$ cat config.mk
export PLATFORM = sky130hd
export DESIGN_NAME = imm_gen_pipe
export DESIGN_NICKNAME = d
export VERILOG_FILES = /design/src/rtl/imm_pkg.sv /design/src/rtl/imm_decode.sv /design/src/rtl/imm_gen_pipe.sv
export SDC_FILE = /design/constraint.sdc
export NUM_CORES = 1
export LEC_CHECK = 0
export BUFFER_PORTS_ARGS = -buffer_cell sky130_fd_sc_hd__buf_2
export CORE_MARGIN = 10
export CORE_UTILIZATION = 34
export CTS_CLUSTER_DIAMETER = 60
export CTS_CLUSTER_SIZE = 14
export DETAILED_ROUTE_END_ITERATION = 7
export GPL_TIMING_DRIVEN = 0
export PLACE_DENSITY_LB_ADDON = 0.3
export SYNTH_ARGS = -nofsm -noshare
export SYNTH_HDL_FRONTEND = slang
export SYNTH_SLANG_ARGS = --single-unit
$ cat constraint.sdc
create_clock -name clk -period 1.66 [get_ports clk]
set_input_delay 0.332 -clock clk [delete_from_list [all_inputs] [get_ports clk]]
set_output_delay 0.332 -clock clk [all_outputs]
set_load 0.005 [all_outputs]
$ cat src/rtl/imm_pkg.sv
// imm_pkg: shared definitions for the pipelined immediate generator.
//   - EXTOP_* encodings of the immediate-format selector
//   - extop_t: 3-bit format selector type
//   - IMM_DEPTH: number of entries in the elastic output buffer
// The {imm, tag, illegal} entry struct depends on XLEN/TAG_W, so it is
// declared inside the module that owns those parameters.
package imm_pkg;

  typedef logic [2:0] extop_t;

  localparam extop_t EXTOP_I     = 3'b000;
  localparam extop_t EXTOP_S     = 3'b001;
  localparam extop_t EXTOP_B     = 3'b010;
  localparam extop_t EXTOP_U     = 3'b011;
  localparam extop_t EXTOP_J     = 3'b100;
  localparam extop_t EXTOP_ZIMM  = 3'b101;
  localparam extop_t EXTOP_SHAMT = 3'b110;
  localparam extop_t EXTOP_RSVD  = 3'b111;

  localparam int unsigned IMM_DEPTH = 2;

endpackage

$ cat src/rtl/imm_decode.sv
// imm_decode: combinational immediate extraction and extension.
// Ports:
//   inst    in  32    raw instruction (bits [6:0] are not used)
//   extop   in  3     immediate format selector
//   imm     out XLEN  extended immediate (0 when illegal)
//   illegal out 1     format/encoding not valid for this XLEN
// Every format is first built at 64 bits and then truncated to XLEN, so one
// expression serves both the 32- and the 64-bit configuration.
module imm_decode
  import imm_pkg::*;
#(
  parameter int XLEN = 32
) (
  input  logic [31:0]     inst,
  input  extop_t          extop,
  output logic [XLEN-1:0] imm,
  output logic            illegal
);

  logic [63:0] imm64_s;
  logic        illegal_s;
  logic        unused_inst_bits_s;

  // The opcode field plays no part in immediate extraction.
  assign unused_inst_bits_s = ^inst[6:0];

  // Format decode at full 64-bit width.
  always_comb begin
    imm64_s   = 64'd0;
    illegal_s = 1'b0;
    case (extop)
      EXTOP_I:     imm64_s = {{52{inst[31]}}, inst[31:20]};
      EXTOP_S:     imm64_s = {{52{inst[31]}}, inst[31:25], inst[11:7]};
      EXTOP_B:     imm64_s = {{51{inst[31]}}, inst[31], inst[7], inst[30:25],
                              inst[11:8], 1'b0};
      EXTOP_U:     imm64_s = {{32{inst[31]}}, inst[31:12], 12'd0};
      EXTOP_J:     imm64_s = {{43{inst[31]}}, inst[31], inst[19:12], inst[20],
                              inst[30:21], 1'b0};
      EXTOP_ZIMM:  imm64_s = {59'd0, inst[19:15]};
      EXTOP_SHAMT: begin
        if (XLEN == 64) begin
          imm64_s = {58'd0, inst[25:20]};
        end else begin
          imm64_s = {59'd0, inst[24:20]};
          // A 6-bit shift amount cannot be encoded on a 32-bit datapath.
          if (inst[25]) begin
            illegal_s = 1'b1;
          end else begin
            illegal_s = 1'b0;
          end
        end
      end
      default:     illegal_s = 1'b1;
    endcase
  end

  assign illegal = illegal_s;
  assign imm     = illegal_s ? {XLEN{1'b0}} : imm64_s[XLEN-1:0];

endmodule

$ cat src/rtl/imm_gen_pipe.sv
// imm_gen_pipe: pipelined immediate generator with a 2-entry elastic buffer.
// Ports:
//   clk, rst_n           clock, synchronous active-low reset
//   flush                drop buffered entries and the same-cycle input beat
//   in_valid/in_ready    input handshake (in_ready has no path from out_ready)
//   in_inst, in_extop    raw instruction and immediate format
//   in_tag               sideband carried unchanged with the immediate
//   out_valid/out_ready  output handshake for the head entry
//   out_imm, out_tag     head entry contents (0 when out_valid=0)
//   out_illegal          head entry format/encoding was illegal
module imm_gen_pipe
  import imm_pkg::*;
#(
  parameter int XLEN  = 32,
  parameter int TAG_W = 32
) (
  input  logic             clk,
  input  logic             rst_n,
  input  logic             flush,
  input  logic             in_valid,
  output logic             in_ready,
  input  logic [31:0]      in_inst,
  input  extop_t           in_extop,
  input  logic [TAG_W-1:0] in_tag,
  output logic             out_valid,
  input  logic             out_ready,
  output logic [XLEN-1:0]  out_imm,
  output logic [TAG_W-1:0] out_tag,
  output logic             out_illegal
);

  typedef struct packed {
    logic [XLEN-1:0]  imm;
    logic [TAG_W-1:0] tag;
    logic             illegal;
  } entry_t;

  entry_t          mem_q [IMM_DEPTH];
  entry_t          mem_d [IMM_DEPTH];
  logic            wr_ptr_q, wr_ptr_d;
  logic            rd_ptr_q, rd_ptr_d;
  logic [1:0]      count_q, count_d;

  logic [XLEN-1:0] dec_imm_s;
  logic            dec_illegal_s;
  entry_t          new_entry_s;
  entry_t          head_s;
  logic            push_s;
  logic            pop_s;

  imm_decode #(.XLEN(XLEN)) u_decode (
    .inst    (in_inst),
    .extop   (in_extop),
    .imm     (dec_imm_s),
    .illegal (dec_illegal_s)
  );

  assign new_entry_s = '{imm: dec_imm_s, tag: in_tag, illegal: dec_illegal_s};

  assign in_ready  = rst_n & (count_q != 2'd2);
  assign out_valid = (count_q != 2'd0);
  assign push_s    = in_valid & in_ready & ~flush;
  assign pop_s     = out_valid & out_ready & ~flush;

  // Buffer next-state: flush wins over any push/pop in the same cycle.
  always_comb begin
    mem_d[0] = mem_q[0];
    mem_d[1] = mem_q[1];
    wr_ptr_d = wr_ptr_q;
    rd_ptr_d = rd_ptr_q;
    count_d  = count_q;
    if (flush) begin
      wr_ptr_d = 1'b0;
      rd_ptr_d = 1'b0;
      count_d  = 2'd0;
    end else begin
      if (push_s) begin
        mem_d[wr_ptr_q] = new_entry_s;
        wr_ptr_d        = ~wr_ptr_q;
      end else begin
        wr_ptr_d = wr_ptr_q;
      end
      if (pop_s) begin
        rd_ptr_d = ~rd_ptr_q;
      end else begin
        rd_ptr_d = rd_ptr_q;
      end
      case ({push_s, pop_s})
        2'b10:   count_d = count_q + 2'd1;
        2'b01:   count_d = count_q - 2'd1;
        default: count_d = count_q;
      endcase
    end
  end

  // Buffer state registers with synchronous reset.
  always_ff @(posedge clk) begin
    if (!rst_n) begin
      mem_q[0] <= '0;
      mem_q[1] <= '0;
      wr_ptr_q <= 1'b0;
      rd_ptr_q <= 1'b0;
      count_q  <= 2'd0;
    end else begin
      mem_q[0] <= mem_d[0];
      mem_q[1] <= mem_d[1];
      wr_ptr_q <= wr_ptr_d;
      rd_ptr_q <= rd_ptr_d;
      count_q  <= count_d;
    end
  end

  // Stale data left in a popped slot is masked whenever the buffer is empty.
  assign head_s      = mem_q[rd_ptr_q];
  assign out_imm     = out_valid ? head_s.imm : {XLEN{1'b0}};
  assign out_tag     = out_valid ? head_s.tag : {TAG_W{1'b0}};
  assign out_illegal = out_valid ? head_s.illegal : 1'b0;

endmodule

---- Word level (Yosys, flattened, before mapping) ----
Memories as Yosys holds them, arrays and structs flattened. A register that Yosys moved wholly into a read port is not among the register bits.
Index checks and enable logic that the tools add are counted.
word-level totals
  logic and storage cells ................. 54
  memories kept ........................... 1
  latch bits .............................. 0
  memory bits (writable) .................. 130
  output and inout bits ................... 67
  bits of input ports ..................... 72
  memory bits (read-only) ................. 0
  register bits ........................... 4
cells by class
  reduce and logical (&&, ||, !) cells .... 6
  muxes and demuxes ....................... 19
  multiply operators ...................... 0
  bitwise gates (word level) .............. 12
  equality and inequality tests ........... 9
  order comparisons ....................... 2
  shifts and indexed selects .............. 0
  add/sub/neg operators ................... 2
  divide/modulo/power cells ............... 0
memories
  name   words  bits a word  read ports  clocked after Yosys merged registers in  write ports  line                RTL
  mem_q  2      65           3           1                                        2            imm_gen_pipe.sv:38  entry_t mem_q [IMM_DEPTH];
operators with widths
  cell                                                                   count
  130-bit 2-to-1 mux                                                     2
  32-bit one-hot mux with 7 select lines                                 1
  65-bit 2-to-1 mux                                                      3
  130-bit bitwise mux                                                    1
  32-bit 2-to-1 mux                                                      3
  65-bit demux with 1-bit select                                         1
  3-bit equality test, second input constant                             3
  3-bit by 2-bit equality test with 1-bit output, second input constant  2
  1-bit 2-to-1 mux                                                       6
  6-bit OR reduction                                                     1
  1-bit bitwise AND                                                      5
  1-bit NOT                                                              4
  2-bit one-hot mux with 2 select lines                                  1
  2-bit nonzero test                                                     2
  3-bit by 1-bit equality test with 1-bit output, second input constant  1
  3-bit zero test                                                        1
  2-bit by 1-bit adder with 2-bit output, second input constant          1
  2-bit by 1-bit equality test with 1-bit output, second input constant  1
  2-bit equality test, second input constant                             1
  2-bit >= comparator, second input constant                             1
  2-bit by 1-bit < comparator with 1-bit output, second input constant   1
  2-bit != test, second input constant                                   1
  1-bit NOT with 2-bit output                                            1
  1-bit OR                                                               2
  other kinds (4)                                                        4

---- Logic depth before layout (Yosys ltp) ----
  depth after elaboration ................. 9
  depth in mapped cells ................... 8
  depth with buffers taken out ............ 8

---- Modules after synthesis ----
From an unflattened synthesis, not the netlist that was laid out.
second synthesis, totals
  cell total of the unflattened synthesis .. 764
  area total of the unflattened synthesis .. 6688.9 µm²
by module, submodules not included
  module        sequential area each (µm²)  times used  area an instance (µm²)  cells an instance
  imm_gen_pipe  2702.6                      1           6042.0                  667
  imm_decode    0.0                         1           646.9                   97

---- Worst setup path after synthesis ----
Ideal clock, no wire load.
  path kind ............................... input -> register
  from .................................... input flush
  to ...................................... memory mem_q[0][38] (netlist bit)
  required time ........................... 1.543 ns
  buffers on the path ..................... 3
  setup slack ............................. 0.048 ns
  data arrival time ....................... 1.495 ns
  stages .................................. 7
  setup time .............................. 0.117 ns
  path through ............................ nand2b_1 -> buf_2 -> or4_1 -> buf_2 -> buf_2 -> nand2_1 -> a21boi_1
RTL lines
  what             line                RTL
  start, declared  imm_gen_pipe.sv:19  input logic flush,
  end, declared    imm_gen_pipe.sv:38

==> results.txt <==
----------------------------------------------------
[Status]
  Status ... finished, violations left
  Violated checks ... setup timing

[Worst setup path]
  Setup Crit Path Kind ... reg -> out
  Required @ worst endpoint ... between 1000 and 1500 ps
  Reg-to-reg critical path startpoint ... count_q[1]
  Data arrival time of the worst path ... around 1600 ps
  Kind of start point of the critical path ... flip-flop
  Crit end category ... output port
  Critical-path maximum fanout ... 10

[Yosys]
  Area fraction in and, or, nand and nor cells after synthesis ... 0.172
  Count of cell types in the netlist ... 36
  Mux share of post-synthesis cell area ... 0.106
  Number of nets in the synthesized netlist ... 832
  Number of cells produced by synthesis ... 759
  Largest family of logic cells by synthesized area ... compound AO/OA/AOI/OAI gates
  Number of synthesized flops with an enable pin ... 0
  Fraction of the yosys area taken by sequential cells ... 0.432
  Synthesized-area fraction occupied by ao, oa, aoi and oai cells ... 0.236
  Syn. warnings ... 0
  Synthesized area divided by synthesized cell count ... 8.24 um2
  Flip-flop cell with the highest count after synthesis ... sky130_fd_sc_hd__dfxtp_1
  Async SR Flop Fraction ... 0
  Xor and xnor fraction of the mapped netlist area ... 0.00560
  Cell area after technology mapping ... between 0.006 and 0.007 mm2
  FF+latch count, synth ... roughly 140
  Area share of fa/ha/maj cells after synthesis ... 0.00200

[Cells and area]
  Area of all placed cells without fillers ... just under 0.009 mm2
  Number of inserted diodes ... 0
  Commonest non-fill, non-tap cells in the layout ... 139 x sky130_fd_sc_hd__buf_2, 132 x sky130_fd_sc_hd__dfxtp_1, 106 x sky130_fd_sc_hd__nand2_1
  Share of layout cells above drive strength 1 ... 0.341
  Number of inserted filler cells in the final layout ... between 1,500 and 2,000
  Most common cell after layout, fill and taps aside ... sky130_fd_sc_hd__buf_2
  Final cell count without fillers ... between 1,000 and 1,500
  Layout Area Growth over Synthesis ... 41.7%
  Number of nets in the layout ... 1,001

[Floorplan]
  Horizontal die dimension ... between 150 and 200 um
  Initial Utilization ... 0.347
  Number of I/O pins ... about 140
  Die height ... 156 um
  Die area ... 0.0242 mm2
  Core region area ... around 0.018 mm2
  Row count ... 49

[Global route]
  Number of antenna violations at the first check in global routing ... 0
  Global-route congestion overflow total ... 0
  Number of global-route vias before repair ... ~5,900
  GRT Util Overall ... 0.161
  Largest net degree at the start of global routing ... 17
  Wire length of the first global-routing pass ... between 30,000 and 40,000 um

[Pwr]
  Sum of internal, switching and leakage power ... ~8 mW
  Leak Pwr ... approximately 3.3 nW
  Maximum VDD drop ... approximately 0.76 mV
  Power Dens Cells ... 911 mW/mm2

[Timing]
  Setup Skew ... between 5 and 6 ps
  Period utilization ... 1.15
  Fmax ... around 530 MHz
  RSZ-0062 raised after global routing ... true
  Number of pins exceeding their max-slew limit in the final report ... 0
  Final hold violation count ... 0
  Final period demand of the worst path ... ~1900 ps
  Fin Hold WS ... between 150 and 200 ps
  Final number of setup-violating endpoints ... 110
  Headroom to the max-slew limit ... 0.678
  Setup Total Neg Slack ... -12,920 ps
  Setup WS post-layout ... -244 ps
  Slew at the pin closest to its max-slew limit ... between 400 and 500 ps

[CTS]
  Hold buffer count at cts ... 0
  Depth of the CTS H-tree ... 4
  Cell at the root of the clock tree ... sky130_fd_sc_hd__clkbuf_16
  Worst skew pair latency ... about 430 ps
  Maximum root-to-sink buffer count ... 2
  Clock transition at path regs ... around 60 ps
  CTS tree ... done
  Clk sink count ... around 140
  Number of CTS-inserted buffers ... 17

[Drt]
  Violation count after the first detailed-routing iteration ... between 300 and 400
  Drt first pass iters ... 5
  Vias per std cell ... around 5
  Number of antenna-violating nets in the routed design ... 0
  Final routed wirelength across all metal layers ... about 21,000 um
  Routed vias ... ~6,000
  Post-DR wirelength/cell ... about 18 um
  Residual DRC ... 0

[Placement]
  Post-DP HPWL ... approximately 14,000 um
  Global placement routability congestion ... between 0.8 and 0.9
  Total instance count after detailed placement ... ~1,100
  DP Area ... between 0.007 and 0.008 mm2
  Port bufs ... 131

[Worst hold path]
  Hold_sp ... in_tag[8]
  Class of the most critical hold timing path ... in -> reg

[Run]
  Number of max-capacitance violations reported ... 0

----------------------------------------------------
## flip-flops by register name, summed over array words and instances, names as in the netlist, named ones only
name / flops
rd_ptr_q: 1
mem_q: 130
count_q: 2
wr_ptr_q: 1
## layer usage
metal | wire length [um] | global-route usage | share of wire | up-vias
met5 | 0 | 0 | 0 | -
met4 | 311 | 0.0481 | 0.015 | 0
met3 | 1230 | 0.0460 | 0.059 | 31
met2 | 9750 | 0.256 | 0.47 | 147
met1 | 9390 | 0.207 | 0.45 | 2791
li1 | - | - | - | 2953
## cell usage after synthesis (3+ instances only)
library cell,instances,area [um2]
sky130_fd_sc_hd__nor2_1,73,274
sky130_fd_sc_hd__nand3_1,14,70.1
sky130_fd_sc_hd__dfxtp_1,135,2700
sky130_fd_sc_hd__nor2b_1,10,62.6
sky130_fd_sc_hd__nand2_1,148,556
sky130_fd_sc_hd__o22a_1,8,70.1
sky130_fd_sc_hd__inv_1,3,11.3
sky130_fd_sc_hd__clkbuf_1,43,161
sky130_fd_sc_hd__a22oi_1,11,82.6
sky130_fd_sc_hd__buf_1,4,15.0
sky130_fd_sc_hd__buf_2,21,105
sky130_fd_sc_hd__nor3b_1,4,30.0
sky130_fd_sc_hd__a32o_1,10,100
sky130_fd_sc_hd__a21oi_1,58,290
sky130_fd_sc_hd__a221o_1,4,40.0
sky130_fd_sc_hd__o21ai_0,42,210
sky130_fd_sc_hd__a22o_1,5,43.8
sky130_fd_sc_hd__mux2i_1,66,661
sky130_fd_sc_hd__a21boi_0,40,300
sky130_fd_sc_hd__a21boi_1,40,300
## worst max-delay path: stages, from the launching register on
cell and delay (ps):
sky130_fd_sc_hd__dfxtp_4 350, sky130_fd_sc_hd__clkbuf_16 190, sky130_fd_sc_hd__buf_12 160, sky130_fd_sc_hd__mux2i_2 260, sky130_fd_sc_hd__nor2_1 60, sky130_fd_sc_hd__buf_2 130
## logic make-up after synthesis
kind of cell | count (synthesis)
compound gates | 222
buf+inv | 71
simple gates | 260
xor+xnor | 4
mux | 66
flops | 135
fa+ha+maj | 1
## per-stage QoR
step                 util  worst slack, ps
floorplan               -             47.9
global placement    0.399             -597
detailed placement  0.399             -566
CTS                 0.453             -240
global route        0.492             -303
finish              0.492             -244
## layout make-up
| type | count | area, um2 | area share |
|---|---|---|---|
| multi-input combinational | 553 | 3720 | 0.419 |
| tap | 229 | 287 | 0.0323 |
| inverter | 3 | 11.3 | 0.00127 |
| sequential | 135 | 2710 | 0.306 |
| buffer | 67 | 597 | 0.0673 |
| clock buffer | 19 | 433 | 0.0488 |
| timing repair buffer | 151 | 932 | 0.105 |
| clock inverter | 13 | 173 | 0.0195 |
## where the power goes
part | switching (mW) | internal [mW]
logic | 0.424 | 0.357
registers | 0.0570 | 3.31
clock network | 1.54 | 2.38
total | 2.02 | 6.05
## timing repair
item                       4_1_cts  5_1_grt
setup endpoints to repair      192      189
pin swaps                        4       85
resized for setup               91      163
gates cloned                     0        8
setup buffers                    9        3
## worst paths after layout
check                                    to  slack [ps]  cells past startpoint
worst max-delay path            out_tag[30]        -240                      5
worst min register to register  mem_q[0][5]         460                      2
worst min-delay path            mem_q[0][9]         160                      3
worst max register to register  mem_q[0][6]         -60                      7
(Power assumes the default switching activity.)
